## src/rtl/cpu_state_sequencer.sv

```systemverilog
// Multicycle state sequencer for the MIPS-subset CPU.
// Produces the state code for the control unit (0 HALT, 1 FETCH, 2 DECODE,
// 3 EXEC1, 4 EXEC2), holds on memory wait-request, skips EXEC2 for short
// instructions, and flags illegal opcodes and memory stall timeouts.
module cpu_state_sequencer #(
    parameter int CNT_W     = 32,
    parameter int MAX_STALL = 255
) (
    input  logic             clk,
    input  logic             rst_n,
    input  logic             start,
    input  logic [5:0]       opcode,
    input  logic             mem_waitrequest,
    input  logic             pc_next_zero,
    output logic [3:0]       state,
    output logic             active,
    output logic             retire,
    output logic [CNT_W-1:0] instr_count,
    output logic [CNT_W-1:0] stall_count,
    output logic             illegal_op,
    output logic             timeout
);

    // Run counter only has to reach MAX_STALL-1 before the watchdog fires.
    localparam int RUN_W = (MAX_STALL > 1) ? $clog2(MAX_STALL) : 1;
    localparam logic [RUN_W-1:0] RUN_LAST = RUN_W'(MAX_STALL - 1);

    localparam logic [5:0] OP_R   = 6'b000000;
    localparam logic [5:0] OP_LW  = 6'b100011;
    localparam logic [5:0] OP_SW  = 6'b101011;
    localparam logic [5:0] OP_JAL = 6'b000011;
    localparam logic [5:0] OP_BEQ = 6'b000100;
    localparam logic [5:0] OP_J   = 6'b000010;

    typedef enum logic [3:0] {
        ST_HALT   = 4'd0,
        ST_FETCH  = 4'd1,
        ST_DECODE = 4'd2,
        ST_EXEC1  = 4'd3,
        ST_EXEC2  = 4'd4
    } state_t;

    state_t             state_q, state_d;
    logic [CNT_W-1:0]   instr_count_q, instr_count_d;
    logic [CNT_W-1:0]   stall_count_q, stall_count_d;
    logic [RUN_W-1:0]   run_q, run_d;
    logic               illegal_op_q, illegal_op_d;
    logic               timeout_q, timeout_d;

    logic               is_long_s;
    logic               is_short_s;
    logic               stall_s;
    logic               timeout_hit_s;
    logic               retire_s;

    // Opcode classification: long class runs through EXEC2, short ends in EXEC1.
    always_comb begin
        is_long_s  = 1'b0;
        is_short_s = 1'b0;
        case (opcode)
            OP_R, OP_LW, OP_SW, OP_JAL: is_long_s  = 1'b1;
            OP_BEQ, OP_J:               is_short_s = 1'b1;
            default: begin
                is_long_s  = 1'b0;
                is_short_s = 1'b0;
            end
        endcase
    end

    // A stall holds only the accesses that actually touch memory in that state.
    always_comb begin
        stall_s = 1'b0;
        case (state_q)
            ST_FETCH: stall_s = mem_waitrequest;
            ST_EXEC1: stall_s = mem_waitrequest && (opcode == OP_LW);
            ST_EXEC2: stall_s = mem_waitrequest && (opcode == OP_SW);
            default:  stall_s = 1'b0;
        endcase
        timeout_hit_s = stall_s && (run_q == RUN_LAST);
    end

    // Next-state, watchdog, counters and sticky flags.
    always_comb begin
        state_d       = state_q;
        instr_count_d = instr_count_q;
        stall_count_d = stall_count_q;
        run_d         = run_q;
        illegal_op_d  = illegal_op_q;
        timeout_d     = timeout_q;
        retire_s      = 1'b0;

        // Every stalled cycle counts, including the one that trips the watchdog.
        if (stall_s) begin
            stall_count_d = stall_count_q + CNT_W'(1);
            if (timeout_hit_s) begin
                run_d = '0;
            end else begin
                run_d = run_q + RUN_W'(1);
            end
        end else begin
            run_d = '0;
        end

        case (state_q)
            ST_HALT: begin
                if (start) begin
                    state_d      = ST_FETCH;
                    illegal_op_d = 1'b0;
                    timeout_d    = 1'b0;
                end else begin
                    state_d = ST_HALT;
                end
            end
            ST_FETCH: begin
                if (timeout_hit_s) begin
                    state_d   = ST_HALT;
                    timeout_d = 1'b1;
                end else if (stall_s) begin
                    state_d = ST_FETCH;
                end else begin
                    state_d = ST_DECODE;
                end
            end
            ST_DECODE: begin
                state_d = ST_EXEC1;
            end
            ST_EXEC1: begin
                // Illegal opcode wins over any stall in this state.
                if (!is_long_s && !is_short_s) begin
                    state_d      = ST_HALT;
                    illegal_op_d = 1'b1;
                end else if (timeout_hit_s) begin
                    state_d   = ST_HALT;
                    timeout_d = 1'b1;
                end else if (stall_s) begin
                    state_d = ST_EXEC1;
                end else if (is_long_s) begin
                    state_d = ST_EXEC2;
                end else begin
                    retire_s = 1'b1;
                    state_d  = pc_next_zero ? ST_HALT : ST_FETCH;
                end
            end
            ST_EXEC2: begin
                if (timeout_hit_s) begin
                    state_d   = ST_HALT;
                    timeout_d = 1'b1;
                end else if (stall_s) begin
                    state_d = ST_EXEC2;
                end else begin
                    retire_s = 1'b1;
                    state_d  = pc_next_zero ? ST_HALT : ST_FETCH;
                end
            end
            default: begin
                state_d = ST_HALT;
            end
        endcase

        if (retire_s) begin
            instr_count_d = instr_count_q + CNT_W'(1);
        end else begin
            instr_count_d = instr_count_q;
        end
    end

    // State, counters and flags; reset abandons any instruction in flight.
    always_ff @(posedge clk or negedge rst_n) begin
        if (!rst_n) begin
            state_q       <= ST_HALT;
            instr_count_q <= '0;
            stall_count_q <= '0;
            run_q         <= '0;
            illegal_op_q  <= 1'b0;
            timeout_q     <= 1'b0;
        end else begin
            state_q       <= state_d;
            instr_count_q <= instr_count_d;
            stall_count_q <= stall_count_d;
            run_q         <= run_d;
            illegal_op_q  <= illegal_op_d;
            timeout_q     <= timeout_d;
        end
    end

    assign state       = state_q;
    assign active      = (state_q != ST_HALT);
    assign retire      = retire_s;
    assign instr_count = instr_count_q;
    assign stall_count = stall_count_q;
    assign illegal_op  = illegal_op_q;
    assign timeout     = timeout_q;

endmodule

```

## config.mk

```make
export PLATFORM = sky130hd
export DESIGN_NAME = cpu_state_sequencer
export DESIGN_NICKNAME = d
export VERILOG_FILES = /design/src/rtl/cpu_state_sequencer.sv
export SDC_FILE = /design/constraint.sdc
export NUM_CORES = 1
export LEC_CHECK = 0
export ABC_AREA = 1
export CAP_MARGIN = 20
export CORE_MARGIN = 4
export CORE_UTILIZATION = 47
export DETAILED_ROUTE_END_ITERATION = 16
export GPL_TIMING_DRIVEN = 0
export HOLD_SLACK_MARGIN = 0.12
export PLACE_DENSITY = 0.78
export SYNTH_ARGS = -nofsm -noshare
export SYNTH_HDL_FRONTEND = slang
export SYNTH_SLANG_ARGS = --single-unit
```

## constraint.sdc

```tcl
create_clock -name clk -period 1.6 [get_ports clk]
set_input_delay 0.32 -clock clk [delete_from_list [all_inputs] [get_ports clk]]
set_output_delay 0.32 -clock clk [all_outputs]
set_load 0.01 [all_outputs]
```

# Word-level counts from Yosys, hierarchy flattened
# Index checks and enable logic that the tools add are counted.
[classes] addsub=3 n_eq_ne=13 n_mux=29 n_reduce_logical=16
[op_table] cell="32-bit by 1-bit adder with 32-bit output, second input constant" count=2
[op_table] cell="4-bit one-hot mux with 5 select lines" count=1
[op_table] cell="3-bit 2-to-1 mux" count=6
[op_table] cell="8-bit 2-to-1 mux" count=2
[op_table] cell="1-bit 2-to-1 mux" count=14
[op_table] cell="6-bit by 2-bit equality test with 1-bit output, second input constant" count=2
[op_table] cell="6-bit equality test, second input constant" count=2
[op_table] cell="8-bit by 1-bit adder with 8-bit output, second input constant" count=1
[op_table] cell="4-bit by 2-bit equality test with 1-bit output, second input constant" count=2
[op_table] cell="8-bit equality test, second input constant" count=1
[op_table] cell="6-bit by 3-bit equality test with 1-bit output, second input constant" count=1
[op_table] cell="6-bit zero test" count=1
[op_table] cell="2-bit != test, second input constant" count=3
[op_table] cell="1-bit one-hot mux with 3 select lines" count=2
[op_table] cell="3-bit AND reduction" count=2
[op_table] cell="4-bit by 1-bit equality test with 1-bit output, second input constant" count=1
[op_table] cell="4-bit by 3-bit equality test with 1-bit output, second input constant" count=1
[op_table] cell="1-bit logical AND" count=4
[op_table] cell="4-bit zero test" count=1
[op_table] cell="2-bit 2-to-1 mux" count=2
[op_table] cell="1-bit one-hot mux with 2 select lines" count=2
[op_table] cell="4-bit nonzero test" count=1
[op_table] cell="2-bit OR reduction" count=2
[op_table] cell="4-bit OR reduction" count=1
[op_table] cell="other kinds (3)" count=4
[word_totals] reg_bits=78 out_inout_bits=72 elab_cells=67

# Depth between registers and ports, before layout
# Gate-level depths: netlist of the first run.
[logic_depth] depth_word=8 mapped_depth=13

# Worst setup path after synthesis of the first run
# OpenSTA, ideal clock, no wires.
[synth_path] path_kind="register -> output" from="reg state_q[2], in the netlist state[2]" to="out retire" t_arrival_ns=1.344 required_time_ns=1.280 slack_ns=-0.064 path_stages_with_launch=11 path_buffers=2 path_cell_list="dfrtp_1 nor2_1 inv_1 nor2_1 inv_2 nand2_2 nand2_2 nand2_1 nand2_2 buf_6 buf_6"
[synth_between] elab_chain_cells=6 elab_cells_between_ends=11 classes_between="eq/ne: 3; mux: 7; reduce/logical: 1"
[synth_rtl] item="from (decl)" line="43" source="state_t state_q, state_d;"
[synth_rtl] item="from (signal assigned)" line="177" source="state_q <= state_d;"
[synth_rtl] item="4-bit by 3-bit equality test with 1-bit output (tied with other cells)" line="73, 104"
[synth_rtl] item="1-bit one-hot mux with 3 select lines" line="73" source="case (state_q)"
[synth_rtl] item="1-bit 2-to-1 mux or 1-bit logical AND (tied branches)" line="135, 79"
[synth_rtl] item="1-bit 2-to-1 mux" line="132" source="end else if (timeout_hit_s) begin"
[synth_rtl] item="1-bit 2-to-1 mux" line="129" source="if (!is_long_s && !is_short_s) begin"
[synth_rtl] item="1-bit one-hot mux with 2 select lines *" line="104" source="case (state_q)"
[synth_rtl] item="to (decl)" line="17" source="output logic retire,"
# Every way passes the cells marked *; elsewhere a longest branch is shown, timed or not.

# Final worst setup path of the first run
# Ends and elaborated chain as after synthesis.

==> results of run 1 <==
Yosys cell counts:
cell / number / area share, %
ha_1: 4 / 1.1
o21a_1: 1 / 0.16
o21ai_0: 18 / 1.9
conb_1: 1 / 0.079
buf_2: 7 / 0.74
nand2_2: 4 / 0.53
buf_4: 1 / 0.16
a21boi_0: 1 / 0.16
clkbuf_1: 2 / 0.16
o21ai_1: 16 / 1.7
xor2_1: 40 / 7.4
dfrtp_1: 77 / 41
xnor2_1: 7 / 1.3
inv_1: 67 / 5.3
nand4_1: 8 / 1.1
inv_2: 3 / 0.24
buf_6: 2 / 0.47
nor2_4: 1 / 0.24
nand3b_1: 3 / 0.47
nand3_1: 29 / 3.1
o211ai_1: 1 / 0.16
nor3b_1: 1 / 0.16
nor2_1: 110 / 8.7
nor3_1: 26 / 2.7
nor3_4: 1 / 0.34
nand2_1: 269 / 21
cell families after synthesis:
kind of cell	share of synthesized area, %
adder cells (fa/ha/maj)	1.05
other	0.0789
AO/OA/AOI/OAI	4.06
buffers and inverters	7.06
XOR/XNOR	8.66
flip-flops	40.6
AND/OR/NAND/NOR	38.5
routing by layer:
| metal | track usage (%) | vias to the layer above |
|---|---|---|
| met3 | 3.22 | 52 |
| li1 | - | 2528 |
| met1 | 34.2 | 2550 |
| met2 | 43.7 | 254 |
| met4 | 8.30 | 0 |
| met5 | 0 | - |
worst paths after layout:
path	startpoint	to	slack (ns)
max	state[2]$_DFF_PN0_	retire	-0.56
min	opcode[1]	illegal_op$_DFFE_PN0P_	0.44
max reg2reg	state[2]$_DFF_PN0_	instr_count[10]$_DFFE_PN0P_	-0.18
min reg2reg	timeout$_DFFE_PN0P_	timeout$_DFFE_PN0P_	0.50
max in group asynchronous	rst_n	instr_count[11]$_DFFE_PN0P_	0.54
min in group asynchronous	rst_n	stall_count[31]$_DFFE_PN0P_	0.45
state kept, by name, indices dropped and copies added, names as in the netlist:
signal and flops:
illegal_op 1, run_q 8, instr_count 32, stall_count 32
timeout 1, state 3
where the power goes:
part	internal, mW	leakage [nW]	switching (mW)	total (mW)
Clock	0.775	0.0991	0.824	1.60
Sequential	2.46	0.936	0.596	3.05
Combinational	1.94	2.46	2.51	4.45
Total	5.17	3.49	3.93	9.10
what timing repair did:
item / in CTS / in global routing
setup endpoints to repair: 130 / 85
pin swaps: 9 / 15
hold buffers: 1 / 0
setup buffers: 63 / 19
hold endpoints to repair: 30 / 0
cloned: 0 / 1
gates resized for setup: 128 / 119
worst register-to-register path: stages (launching register included):
cell     delay (ns)
dfrtp_2        0.47
nor2_2         0.13
inv_1          0.06
nor2_2         0.13
inv_2          0.08
nand2_4        0.09
nand2_4        0.06
nand2_4        0.07
nand2_4        0.06
buf_8          0.13
buf_4          0.13
buf_12         0.15
inv_8          0.07
nand2_1        0.05
nand2_1        0.06
layout make-up:
type / instances / area, µm²
clock inverter: 6 / 71.3
clock buffer: 10 / 138
inverter: 70 / 280
fill: 801 / 2740
tap: 133 / 166
sequential: 77 / 1950
multi-input combinational: 541 / 2870
buffer: 12 / 160
timing repair buffer: 165 / 1450
metrics by stage:
stage	hold slack, ns	std cells	setup WS [ns]
5_1_grt	0.489	1014	-0.636
2_1_floorplan	0.0244	700	-0.0217
3_3_place_gp	0.491	914	-2.79
4_1_cts	0.450	994	-0.502
3_5_place_dp	0.298	915	-1.07
6_report	0.437	1014	-0.557
==> metrics.md, run 1 <==
| Metric | Value |
|---|---|
| Outcome | `complete, but fails checks` |
| Violated checks | `setup timing` |
| Largest net degree at the start of global routing | `48` |
| Fin worst setup slack | `-0.557 ns` |
| Slowest Stage Delay on Critical Path | `about 0.47 ns` |
| CTS sink cnt | `77` |
| RSZ-0062 raised after global routing | `yes` |
| Power per cell area | `approximately 1300 mW/mm²` |
| CP required | `about 1.3 ns` |
| Die X | `109 µm` |
| Met1 Wirelength | `between 6 and 7 mm` |
| Seq cells post-synth | `77` |
| TritonRoute pass-1 iters | `5` |
| R2R depth | `14` |
| H-tree Lvls | `3` |
| Vias per std cell | `between 5 and 6` |
| Worst-case clock skew | `0.00514 ns` |
| Commonest non-fill, non-tap cells in the layout | `nand2_1 (250), buf_4 (82), nor2_1 (80), dfrtp_1 (61), inv_1 (60)` |
| Critical-path cell list | `nor2_2 -> inv_1 -> nor2_2 -> inv_2 -> nand2_4 -> nand2_4 -> nand2_4 -> nand2_4 -> buf_8 -> buf_8 -> buf_6` |
| Arr. time, crit path | `between 1.5 and 2 ns` |
| Cells on Worst Hold Path | `4` |
| Synth cell types | `26` |
| Setup TNS | `-4.89 ns` |
| Final GP Congestion | `a little over 0.9` |
| CP dominant cell by count | `nand2_4` |
| CTS buffer count | `9` |
| CORE AREA | `around 0.0098 mm²` |
| Met3 wire length | `1.06 mm` |
| Post-place instance area | `just under 0.006 mm²` |
| Period utilization | `135%` |
| Critical path peak fanout | `5` |
| Via count | `~5.4k` |
| Die area | `0.0118 mm²` |
| Hold Vio Cnt, Final | `0` |
| Clk buf depth | `2` |
| Final HPWL DP | `between 10 and 15 mm` |
| Final Max Slew Viols | `0` |
| Total gr overflow | `0` |
| Root Buffer | `clkbuf_8` |
| Routed WL | `16.0 mm` |
| Ant diodes | `0` |
| Final instance area | `between 0.007 and 0.008 mm²` |
| Utilization after layout | `72.1%` |
| Fmax achieved | `0.464 GHz` |
| Critical Path Stages | `11` |
| Clock-pin slew on the worst setup and hold paths | `0.09 ns` |
| Critical path class | `reg2out` |
| Max-cap check violation count | `0` |
| Final min period | `2.16 ns` |
| Lkg Pwr | `around 3.5 nW` |
| CP max stage cell | `dfrtp_2` |
| HP Class | `in2reg` |
| I/O pins | `83` |
| Sequential area share after synthesis | `just over 40%` |
| Commonest non-fill, non-tap cell in the layout | `nand2_1` |
| Syn Nets | `approximately 720` |
| Top delay family on crit path | `simple AND/OR/NAND/NOR gates` |
| Startpoint Class | `flop` |
| Final Net Count | `891` |
| Gr usage total | `25.8%` |
| Tot Pwr | `about 9 mW` |
| TritonCTS clock tree | `built` |
| Initial antenna violation count | `0` |
| Post-route DRC | `0` |
| Routed Antenna Nets | `0` |
| Share of layout cells above drive strength 1 | `about 26%` |
| Average size of a mapped cell | `~6.8 µm²` |
| Maximum vdd ir drop | `945 µV` |
| DR iter-0 viols | `about 340` |
| Met2 WL | `7.91 mm` |
| Die H | `between 100 and 150 µm` |
| Post-DR wirelength/cell | `around 16 µm` |
| Mapped Area | `approximately 0.0048 mm²` |
| PortBufs | `81` |
| Synth warn | `0` |
| Synth Instances | `700` |
| Initial core utilization | `between 40% and 50%` |
| CP Capture Type | `output pin` |
| Critical path buffers and inverters | `5` |
| Vias in the first global route | `around 5.1k` |
| Setup violators final | `59` |
| Site Rows | `36` |
| Layout area overhead | `49.0%` |
| Global-route wire length before repair | `~24 mm` |
| Skew-Pair Late Insertion Delay | `~0.36 ns` |
| Top routing layer in use | `met4` |
No activity file was read; power rests on OpenSTA's default activity.
==> run 2: changes to the inputs <==
--- a/config.mk
+++ b/config.mk
@@ -9,6 +9,7 @@
 export CAP_MARGIN = 20
 export CORE_MARGIN = 4
 export CORE_UTILIZATION = 47
+export CTS_BUF_LIST = sky130_fd_sc_hd__clkbuf_8
 export DETAILED_ROUTE_END_ITERATION = 16
 export GPL_TIMING_DRIVEN = 0
 export HOLD_SLACK_MARGIN = 0.12
==> results of run 2 <==
Final layout, timing and power as in run 1 (identical DEF).
==> run 3: changes to the inputs <==
--- a/config.mk
+++ b/config.mk
@@ -13,7 +13,7 @@
 export DETAILED_ROUTE_END_ITERATION = 16
 export GPL_TIMING_DRIVEN = 0
 export HOLD_SLACK_MARGIN = 0.12
-export PLACE_DENSITY = 0.78
+export PLACE_DENSITY = 0.75
 export SYNTH_ARGS = -nofsm -noshare
 export SYNTH_HDL_FRONTEND = slang
 export SYNTH_SLANG_ARGS = --single-unit
==> constraint.sdc (replaced) <==
create_clock -name clk -period 2.77 [get_ports clk]
set_input_delay 0.554 -clock clk [delete_from_list [all_inputs] [get_ports clk]]
set_output_delay 0.554 -clock clk [all_outputs]
set_load 0.01 [all_outputs]
==> run 3 against run 2 <==
Net effect: non-clock buffer count decreased by 79; sequential cell count unchanged; critical path depth unchanged; sequential power decreased by 42%; setup slack improved by 0.69 ns; the run now ends clean; via count decreased by 11%; highest routed layer unchanged.
==> metrics.md, run 3 (synthesized netlist as in run 1, its figures left out) <==
| Metric | Value |
|---|---|
| Outcome | `completed` |
| Ant diodes | `0 (unchanged)` |
| Startpoint Class | `input pin` |
| Post-DR wirelength/cell | `14.0 µm (-11%)` |
| I/O pins | `83 (unchanged)` |
| Share of layout cells above drive strength 1 | `5.36% (-20 points)` |
| Comb power frac | `42.0% (-6.9 points)` |
| Grt peak-use layer | `met2` |
| Setup violators final | `0 (-100%)` |
| Critical path peak fanout | `10 (+5)` |
| Worst R2R Start | `state[2]$_DFF_PN0_` |
| Initial antenna violation count | `0 (unchanged)` |
| Initial core utilization | `48.4% (unchanged)` |
| TritonRoute pass-1 iters | `5 (unchanged)` |
| DR iter-0 viols | `259 (-23%)` |
| CTS sink cnt | `77 (unchanged)` |
| Power per cell area | `758 mW/mm² (-41%)` |
| Worst reg-to-reg setup slack | `0.91 ns (+1.09 ns)` |
| Routed WL | `13.1 mm (-18%)` |
| Switching share of power | `40.9% (-2.3 points)` |
| Utilization after layout | `60.8% (-11 points)` |
| Hold Vio Cnt, Final | `0 (unchanged)` |
| WHS | `0.153 ns (-0.284 ns)` |
| Die X | `109 µm (unchanged)` |
| Commonest non-fill, non-tap cell in the layout | `nand2_1` |
| Fmax achieved | `around 0.38 GHz` |
| CP required | `2.22 ns (+0.94 ns)` |
| Largest net degree at the start of global routing | `44 (-8.3%)` |
| PortBufs | `81 (unchanged)` |
| Period utilization | `95.4%` |
| TritonCTS clock tree | `built` |
| Arr. time, crit path | `2.09 ns (+0.25 ns)` |
| Critical path class | `in2out` |
| Rel. slew slack | `66.6%` |
| Layout area overhead | `25.7%` |
| H-tree Lvls | `3 (unchanged)` |
| Clock share of power | `18.9% (+1.3 points)` |
| Tot Pwr | `4.53 mW (-50%)` |
| Final Net Count | `812 (-8.9%)` |
| Skew-Pair Late Insertion Delay | `0.36 ns (about the same)` |
| Final min period | `2.64 ns` |
| Cell internal pwr | `2.68 mW (-48%)` |
| Maximum vdd ir drop | `494 µV (-48%)` |
| CTS buffer count | `9 (unchanged)` |
| Vias per std cell | `5.10 (-4.0%)` |
| Post-route DRC | `0 (unchanged)` |
| RSZ-0062 raised after global routing | `no` |
| Die area | `0.0118 mm² (unchanged)` |
| HP Class | `in2async` |
| Global-route wire length before repair | `22.2 mm (-7.2%)` |
| Number of fillers in the final layout | `1003 (+25%)` |
| CP Launch Point | `opcode[1]` |
| Commonest non-fill, non-tap cells in the layout | `nand2_1 (269), nor2_1 (109), clkdlybuf4s50_1 (79), dfrtp_1 (77), inv_1 (67)` |
| Lkg Pwr | `2.75 nW (-21%)` |
| Max-cap check violation count | `0 (unchanged)` |
| Seq pwr share | `39.2% (+5.7 points)` |
| Met2 Usage GRT | `38.6% (-5.1 points)` |
| Root Buffer | `clkbuf_8` |
| Vias in the first global route | `4662 (-8.3%)` |
| Clock-pin slew on the worst setup and hold paths | `0.08 ns (about the same)` |
| Die H | `109 µm (unchanged)` |
| Worst R2R End | `instr_count[15]$_DFFE_PN0P_` |
| R2R depth | `13 (-1)` |
| Site Rows | `36 (unchanged)` |
| Final HPWL DP | `10.3 mm (+1.1%)` |
| Worst-margin pin slew | `roughly 0.5 ns` |
| Total gr overflow | `0 (unchanged)` |
| Met3 usage | `4.42% (+1.2 points)` |
| CORE AREA | `0.00982 mm² (unchanged)` |
| CP Capture Type | `output pin` |
| Routed Antenna Nets | `0 (unchanged)` |
| Net switching power | `1.85 mW (-53%)` |
| Via count | `4765 (-11%)` |
| Final Max Slew Viols | `0 (unchanged)` |
| Setup TNS | `0 ns (+4.89 ns)` |
| M1 GR Usage | `32.4% (-1.9 points)` |
| Clk buf depth | `2 (unchanged)` |
| Gr usage total | `23.9% (-1.9 points)` |
| Final GP Congestion | `0.931 (+0.61%)` |
| Worst-case clock skew | `0.00890 ns (+0.00375 ns)` |
run 3: cell types whose count changed in the layout (fill, tap and decap cells not counted), sizes merged, moves of 2 or more:
cell	delta
clkinv	+3
buf	-80
dlygate4sd2	-55
dlymetal6s2s	-9
clkdlybuf4s50	+67
clkbuf	-2
run 3: routing by layer:
| metal | vias up | part of all wire, % |
|---|---|---|
| li1 | 2362 | - |
| met1 | 2240 | 46 |
| met2 | 147 | 46 |
| met3 | 16 | 6.1 |
| met4 | 0 | 1.7 |
| met5 | - | 0 |
run 3: per-stage QoR:
| stage | worst slack, ns | area (µm²) | std cells |
|---|---|---|---|
| detailed placement | -0.364 | 5750 | 915 |
| floorplan | 0.816 | 4750 | 700 |
| finish | 0.129 | 5970 | 935 |
| global placement | -1.65 | 5730 | 914 |
| global route | 0.00457 | 5970 | 935 |
| CTS | 0.0180 | 5970 | 934 |
run 3: cell type report:
type                            count  area (µm²)  area share, %
Multi-Input combinational cell    541        2500           41.8
Tap cell                          133         166           2.79
Clock buffer                        9         124           2.07
Clock inverter                      7        66.3           1.11
Timing Repair Buffer               86         853           14.3
Sequential cell                    77        1930           32.3
Inverter                           70         263           4.40
Buffer                             12        76.3           1.28
run 3: worst max-delay path: stages:
cell	delay [ns]
clkdlybuf4s50_1	0.50
nand2_1	0.10
nor2_2	0.13
nand2_1	0.08
nand2_2	0.10
nand2_4	0.07
nand2_1	0.08
nand2_2	0.08
buf_8	0.14
buf_6	0.13
clkbuf_2	0.12
run 3: timing repair:
action	CTS	global route
resized for setup	6	1
setup endpoints to repair	1	1
pin swaps	4	1
hold buffers	0	0
setup buffers	3	1
run 3: power groups by stage:
stage               Clock [mW]  Combinational (mW)  Sequential (mW)
floorplan                    0               0.895             1.83
CTS                      0.868                1.91             1.77
finish                   0.853                1.90             1.77
global route             0.926                2.10             1.82
global placement             0                1.83             1.78
detailed placement           0                1.88             1.78
run 3: worst max-delay path by stage:
stage                                       end  depth (start not counted)
floorplan                                retire                         10
global placement    instr_count[12]$_DFFE_PN0P_                          1
detailed placement                       retire                          9
CTS                                      retire                         12
global route                             retire                         11
finish                                   retire                         11
